$ cat src/rtl/usb2_ulpi_link.sv
// rtl/usb2_ulpi_link.sv - ULPI link layer: turnaround, RX CMD/data split, TX handshake, optional PHY init (ULPI_INIT_EN)
module usb2_ulpi_link #(
    parameter logic [15:0] PWRUP_DELAY   = 16'd1024,
    parameter logic [7:0]  FUNC_CTRL_VAL = 8'h40
) (
    input  logic       phy_clk,
    input  logic       reset_n,
    input  logic       ulpi_dir,
    input  logic       ulpi_nxt,
    input  logic [7:0] ulpi_data_in,
    output logic [7:0] ulpi_data_out,
    output logic       ulpi_data_oe,
    output logic       ulpi_stp,
    output logic       in_act,
    output logic [7:0] in_byte,
    output logic       in_latch,
    output logic       out_cts,
    output logic       out_nxt,
    input  logic [7:0] out_byte,
    input  logic       out_latch,
    input  logic       out_stp,
    output logic [1:0] line_state,
    output logic [1:0] vbus_state,
    output logic       err_rx,
    output logic       err_tx_abort
);

`ifdef ULPI_INIT_EN
    // RegWrite TX CMD to Function Control (address 0x04)
    localparam logic [7:0] REGW_FUNC_CTRL = 8'h84;

    typedef enum logic [2:0] {
        ST_PWRUP     = 3'd0,
        ST_INIT_CMD  = 3'd1,
        ST_INIT_DATA = 3'd2,
        ST_INIT_STP  = 3'd3,
        ST_IDLE      = 3'd4,
        ST_TX        = 3'd5,
        ST_TX_STP    = 3'd6,
        ST_RX        = 3'd7
    } state_t;

    logic init_done;
`else
    typedef enum logic [2:0] {
        ST_PWRUP  = 3'd0,
        ST_IDLE   = 3'd4,
        ST_TX     = 3'd5,
        ST_TX_STP = 3'd6,
        ST_RX     = 3'd7
    } state_t;

    // The Function Control value is only consumed by the init sequence
    logic unused_func_ctrl;
    assign unused_func_ctrl = ^FUNC_CTRL_VAL;
`endif

    state_t      state;
    logic        dir_q;
    logic        link_en;
    logic [15:0] pwrup_cnt;
    logic        pwrup_last;

    // Counting from 0, the last power-up cycle is PWRUP_DELAY-1; 17-bit compare keeps PWRUP_DELAY=0 sane
    assign pwrup_last = ({1'b0, pwrup_cnt} + 17'd1) >= {1'b0, PWRUP_DELAY};

    // One dead cycle on every dir edge; nothing is driven until power-up has finished
    assign ulpi_data_oe = link_en & ~dir_q & ~ulpi_dir;
    assign out_cts      = (state == ST_IDLE) & ~dir_q & ~ulpi_dir;
    assign out_nxt      = (state == ST_TX) & ulpi_nxt & ~ulpi_dir;

    // Receive side: RX CMD bytes update status, data bytes are forwarded with one register stage
    always_ff @(posedge phy_clk or negedge reset_n) begin
        if (!reset_n) begin
            dir_q      <= 1'b0;
            in_act     <= 1'b0;
            in_byte    <= 8'h00;
            in_latch   <= 1'b0;
            line_state <= 2'b00;
            vbus_state <= 2'b00;
            err_rx     <= 1'b0;
        end else begin
            dir_q    <= ulpi_dir;
            in_latch <= 1'b0;
            if (ulpi_dir && dir_q) begin
                if (ulpi_nxt) begin
                    if (in_act) begin
                        in_byte  <= ulpi_data_in;
                        in_latch <= 1'b1;
                    end
                end else begin
                    line_state <= ulpi_data_in[1:0];
                    vbus_state <= ulpi_data_in[3:2];
                    in_act     <= ulpi_data_in[4];
                    if (ulpi_data_in[5:4] == 2'b11) begin
                        err_rx <= 1'b1;
                    end
                end
            end else if (ulpi_dir && !dir_q) begin
                // nxt on the rise turnaround means the PHY is starting a packet right away
                if (ulpi_nxt) begin
                    in_act <= 1'b1;
                end
            end else if (!ulpi_dir && dir_q) begin
                in_act <= 1'b0;
            end
        end
    end

    // Link FSM: power-up wait, optional register setup, transmit handshake and bus ownership
    always_ff @(posedge phy_clk or negedge reset_n) begin
        if (!reset_n) begin
            state         <= ST_PWRUP;
            pwrup_cnt     <= 16'd0;
            link_en       <= 1'b0;
            ulpi_data_out <= 8'h00;
            ulpi_stp      <= 1'b0;
            err_tx_abort  <= 1'b0;
`ifdef ULPI_INIT_EN
            init_done     <= 1'b0;
`endif
        end else begin
            case (state)
                ST_PWRUP: begin
                    if (pwrup_cnt != 16'hFFFF) begin
                        pwrup_cnt <= pwrup_cnt + 16'd1;
                    end
                    if (pwrup_last) begin
                        link_en <= 1'b1;
`ifdef ULPI_INIT_EN
                        ulpi_data_out <= REGW_FUNC_CTRL;
                        state         <= ST_INIT_CMD;
`else
                        ulpi_data_out <= 8'h00;
                        state         <= ST_IDLE;
`endif
                    end
                end
`ifdef ULPI_INIT_EN
                ST_INIT_CMD: begin
                    if (ulpi_dir) begin
                        ulpi_data_out <= 8'h00;
                        state         <= ST_RX;
                    end else if (ulpi_nxt && !dir_q) begin
                        ulpi_data_out <= FUNC_CTRL_VAL;
                        state         <= ST_INIT_DATA;
                    end
                end
                ST_INIT_DATA: begin
                    if (ulpi_dir) begin
                        ulpi_data_out <= 8'h00;
                        state         <= ST_RX;
                    end else if (ulpi_nxt && !dir_q) begin
                        ulpi_data_out <= 8'h00;
                        ulpi_stp      <= 1'b1;
                        state         <= ST_INIT_STP;
                    end
                end
                ST_INIT_STP: begin
                    ulpi_stp  <= 1'b0;
                    init_done <= 1'b1;
                    state     <= ulpi_dir ? ST_RX : ST_IDLE;
                end
`endif
                ST_IDLE: begin
                    ulpi_stp <= 1'b0;
                    if (ulpi_dir) begin
                        // A TX request on the same cycle is dropped; the packet layer retries on out_cts
                        ulpi_data_out <= 8'h00;
                        state         <= ST_RX;
                    end else if (out_latch && !dir_q) begin
                        ulpi_data_out <= out_byte;
                        state         <= ST_TX;
                    end
                end
                ST_TX: begin
                    if (ulpi_dir) begin
                        // PHY took the bus mid-packet: release it without stp and let RX run
                        err_tx_abort  <= 1'b1;
                        ulpi_data_out <= 8'h00;
                        state         <= ST_RX;
                    end else if (out_stp) begin
                        ulpi_stp      <= 1'b1;
                        ulpi_data_out <= 8'h00;
                        state         <= ST_TX_STP;
                    end else if (out_nxt && out_latch) begin
                        ulpi_data_out <= out_byte;
                    end
                end
                ST_TX_STP: begin
                    ulpi_stp <= 1'b0;
                    state    <= ulpi_dir ? ST_RX : ST_IDLE;
                end
                ST_RX: begin
                    ulpi_data_out <= 8'h00;
                    ulpi_stp      <= 1'b0;
                    if (!ulpi_dir) begin
`ifdef ULPI_INIT_EN
                        // An interrupted register write restarts from its command byte
                        if (init_done) begin
                            state <= ST_IDLE;
                        end else begin
                            ulpi_data_out <= REGW_FUNC_CTRL;
                            state         <= ST_INIT_CMD;
                        end
`else
                        state <= ST_IDLE;
`endif
                    end
                end
                default: begin
                    state <= ST_PWRUP;
                end
            endcase
        end
    end

endmodule

$ cat config.mk
export PLATFORM = sky130hd
export DESIGN_NAME = usb2_ulpi_link
export DESIGN_NICKNAME = d
export VERILOG_FILES = /design/src/rtl/usb2_ulpi_link.sv
export SDC_FILE = /design/constraint.sdc
export NUM_CORES = 1
export LEC_CHECK = 0
export ABC_AREA = 0
export BUFFER_PORTS_ARGS = -buffer_cell sky130_fd_sc_hd__buf_4
export CORE_MARGIN = 5
export CORE_UTILIZATION = 50
export CTS_BUF_LIST = sky130_fd_sc_hd__clkbuf_4 sky130_fd_sc_hd__clkbuf_8
export CTS_CLUSTER_SIZE = 28
export DETAILED_ROUTE_END_ITERATION = 12
export PLACE_DENSITY = 0.76
export SYNTH_ARGS = -nofsm -noshare
export SYNTH_HDL_FRONTEND = slang
export SYNTH_SLANG_ARGS = --single-unit
export TNS_END_PERCENT = 5
$ cat constraint.sdc
create_clock -name phy_clk -period 2.1 [get_ports phy_clk]
set_clock_uncertainty 0.05 [all_clocks]
set_input_delay 0.42 -clock phy_clk [delete_from_list [all_inputs] [get_ports phy_clk]]
set_output_delay 0.42 -clock phy_clk [all_outputs]
set_load 0.005 [all_outputs]
==> impl_metrics.toml <==
[die]
rows = 23
start_util_pct = 52.8
dieWidth_um = 75.7
core_area_um2 = 4090
die-area_um2 = 5730
die_h_um = 75.7
ios = 50

[grt]
grt_pass1_vias = 1730
grt_pass1_wl_um = 7710
antenna_found_initial = 0
grt_max_degree = 47
grt_usage_pct = 17.8
overflow = 0

[yosys]
synth_simple_gate_area_share_pct = 18.7
synthAdderAreaFrac_pct = 1.16
synth_seq_cells = 46
yosys_warnings = 0
synth_mux_area_share_pct = 2.61
ys_seq_area_share_pct = 53.4
synth-compound-area-share_pct = 15.7
synthXorXnorAreaFrac_pct = 5.68
postSynthNetCount = 232
netlist_area_um2 = 2160
avgSynthCellArea_um2 = 10.4
ys_types = 45
syn_inst = 208
synth_top_family_by_area = "simple AND/OR/NAND/NOR gates"

[power]
p_leak_nw = 1.41
power_mw = 1.75
p_per_area_nw_per_um2 = 619
irDropWorstVdd_v = 0.000349

[route]
wl_um = 4510
highest_layer = "met4"
viasPerCell = 5.39
wl_per_cell_um = 13.7
drc = 0
dr.pass1.iters = 4
m1WireLength_um = 1980
drtIter0Drc = 74
vias = 1774
wl_met3_um = 314
ant_nets = 0
wl_met2_um = 2140

[worst_hold_path]
min_path_type = "in2async"

[sta]
slew_violations = 0
slew_headroom_pct = 62.4
rsz0062_at_grt = "yes"
period_needed_ps = 2140
fin_ws_ps = -36.3
max_slew.worst_pin.slew_ps = 563
fmax_mhz = 468
fin_crit_sh_pct = 102
finalSetupViolations = 8
hold_viol_final = 0

[setup_path]
cp_data_arrival_time_ps = 2320
r2r_end = "ulpi_data_out[4]$_DFFE_PN0P_"
crit_fanout = 10
worstReg2RegStart = "pwrup_cnt[0]$_DFFE_PN0P_"
critPathLaunchType = "register"
critPathKind = "reg2reg"
r2r_slack_ps = -40
critPathCaptureType = "register"
ff2ff_path_depth = 7
cp.required_ps = 2290

[layout]
fin_area_um2 = 2830
layout_common_cells = "buf_4 (69), dfrtp_1 (46), nand2_1 (41), nor2_1 (10), xor2_1 (8)"
area_growth_pct = 31.4
drive_gt1_share_pct = 35.5
layout_commonest_cell = "buf_4"
fill_cells = 306
antenna_cells = 0
nNetsFinal = 302

[outcome]
status = "complete, but fails checks"
violations = "setup timing"

[clocking]
clk_latency_ps = 300
cts_max_level = 2
ctsHoldBuffers = 0
ctsLongestPathBuffers = 2
cts_root_buffer = "clkbuf_8"
cts_tree = "built"
cts.sinks = 46
cts_made_buffers = 5
path_clk_slew_ps = 90

[place]
place.gp.congestion = 0.786
place_area_um2 = 2720
portBuffers = 49
dp_hpwl_um = 3410

[flow_run]
maxCapViolations = 0
[final cells by class]
class                   instances  area, um2  share of cell area [%]
clock inverters                 3       23.8                   0.839
clock buffers                   5       68.8                    2.43
inverters                       7       26.3                   0.927
multi-input cells             148        963                    34.0
well taps                      50       62.6                    2.21
flip-flops and latches         46       1150                    40.6
repair buffers                 70        538                    19.0
[state kept, by name (all words and copies together) (netlist names)]
signal         cells
line_state         2
dir_q              1
err_tx_abort       1
link_en            1
err_rx             1
vbus_state         2
pwrup_cnt         16
ulpi_data_out      8
state              3
in_latch           1
in_act             1
ulpi_stp           1
in_byte            8
[Yosys cell counts]
| cell type | number | area, um2 |
|---|---|---|
| nor2_1 | 10 | 37.5 |
| inv_1 | 6 | 22.5 |
| mux2_2 | 5 | 56.3 |
| and2_1 | 2 | 12.5 |
| a41oi_1 | 1 | 8.76 |
| nand3b_1 | 1 | 7.51 |
| a31o_2 | 6 | 52.6 |
| nand4_2 | 1 | 12.5 |
| o22ai_1 | 1 | 6.26 |
| a31o_1 | 1 | 8.76 |
| o211a_1 | 1 | 10.0 |
| or3b_2 | 1 | 8.76 |
| o21a_1 | 1 | 7.51 |
| or3_1 | 3 | 18.8 |
| buf_6 | 1 | 11.3 |
| a221oi_4 | 1 | 26.3 |
| o31ai_1 | 2 | 15.0 |
| a211o_1 | 1 | 8.76 |
| o31a_2 | 1 | 10.0 |
| nor2b_1 | 1 | 6.26 |
| o21ai_0 | 4 | 20.0 |
| nand3_1 | 7 | 35.0 |
| nor3b_1 | 1 | 7.51 |
| xor2_1 | 8 | 70.1 |
| a221o_1 | 1 | 10.0 |
| clkbuf_1 | 6 | 22.5 |
| and3_1 | 2 | 12.5 |
| xnor2_1 | 6 | 52.6 |
| o311ai_0 | 1 | 8.76 |
| dfrtp_1 | 46 | 1150 |
| clkinv_1 | 1 | 3.75 |
| ha_1 | 2 | 25.0 |
| nand2b_1 | 1 | 6.26 |
| a22o_1 | 7 | 61.3 |
| nor4_1 | 2 | 12.5 |
| nand2_1 | 41 | 154 |
| o21bai_1 | 2 | 15.0 |
| a2111oi_0 | 1 | 8.76 |
| o31ai_2 | 1 | 12.5 |
| a31oi_1 | 2 | 12.5 |
| nor3_1 | 7 | 35.0 |
| or4_1 | 1 | 7.51 |
| or3_4 | 1 | 11.3 |
| nand4_1 | 3 | 18.8 |
| a21oi_1 | 7 | 35.0 |
[stage by stage]
stage,utilization (%),cells,hold WS (ps),setup slack [ps],TNS [ps]
after CTS,69.0,329,66.7,-57.0,-359
after detailed placement,66.7,321,407,-60.2,-313
after floorplan,-,208,74.4,-121,-1140
final,69.4,329,41.2,-36.3,-194
after global routing,69.4,329,96.6,-160,-1420
after global placement,66.7,321,403,-16.7,-16.7
[per-layer routing]
layer / vias up / global-route usage (%)
met5: - / 0
met4: 0 / 7.57
met3: 5 / 3.56
met2: 41 / 29.1
met1: 843 / 23.0
li1: 885 / -
[worst max-delay path by stage]
| stage | depth (start not counted) | endpoint | slack [ps] | startpoint |
|---|---|---|---|---|
| CTS | 7 | ulpi_data_out[4]$_DFFE_PN0P_ | -60 | pwrup_cnt[0]$_DFFE_PN0P_ |
| detailed placement | 6 | ulpi_data_out[2]$_DFFE_PN0P_ | -60 | ulpi_dir |
| finish | 7 | ulpi_data_out[4]$_DFFE_PN0P_ | -40 | pwrup_cnt[0]$_DFFE_PN0P_ |
| floorplan | 7 | ulpi_data_out[0]$_DFFE_PN0P_ | -120 | pwrup_cnt[0]$_DFFE_PN0P_ |
| global placement | 6 | ulpi_data_out[2]$_DFFE_PN0P_ | -20 | ulpi_dir |
| global route | 7 | ulpi_data_out[3]$_DFFE_PN0P_ | -160 | pwrup_cnt[0]$_DFFE_PN0P_ |
[report_power, final]
part           internal (mW)  switching [mW]  total [mW]
Sequential             0.948          0.0353       0.984
Clock                  0.238           0.309       0.547
Combinational          0.133          0.0909       0.224
[critical path: stages (launching register included)]
cell      delay (ps)
dfrtp_1          360
ha_2             190
nand3_2           90
or3_4            350
or3_4            400
a221oi_4         310
buf_12           160
a31o_2           150
[logic make-up after synthesis]
kind of cell             count (synthesis)
multiplexers                             5
flip-flops                              46
adder cells (fa/ha/maj)                  2
AO/OA/AOI/OAI                           42
XOR/XNOR                                14
buffers and inverters                   14
AND/OR/NAND/NOR                         85
[timing repair]
action | in CTS | in global routing
setup buffers | 0 | 0
setup endpoints to repair | 10 | 20
resized for setup | 1 | 4
(Power assumes the default switching activity.)
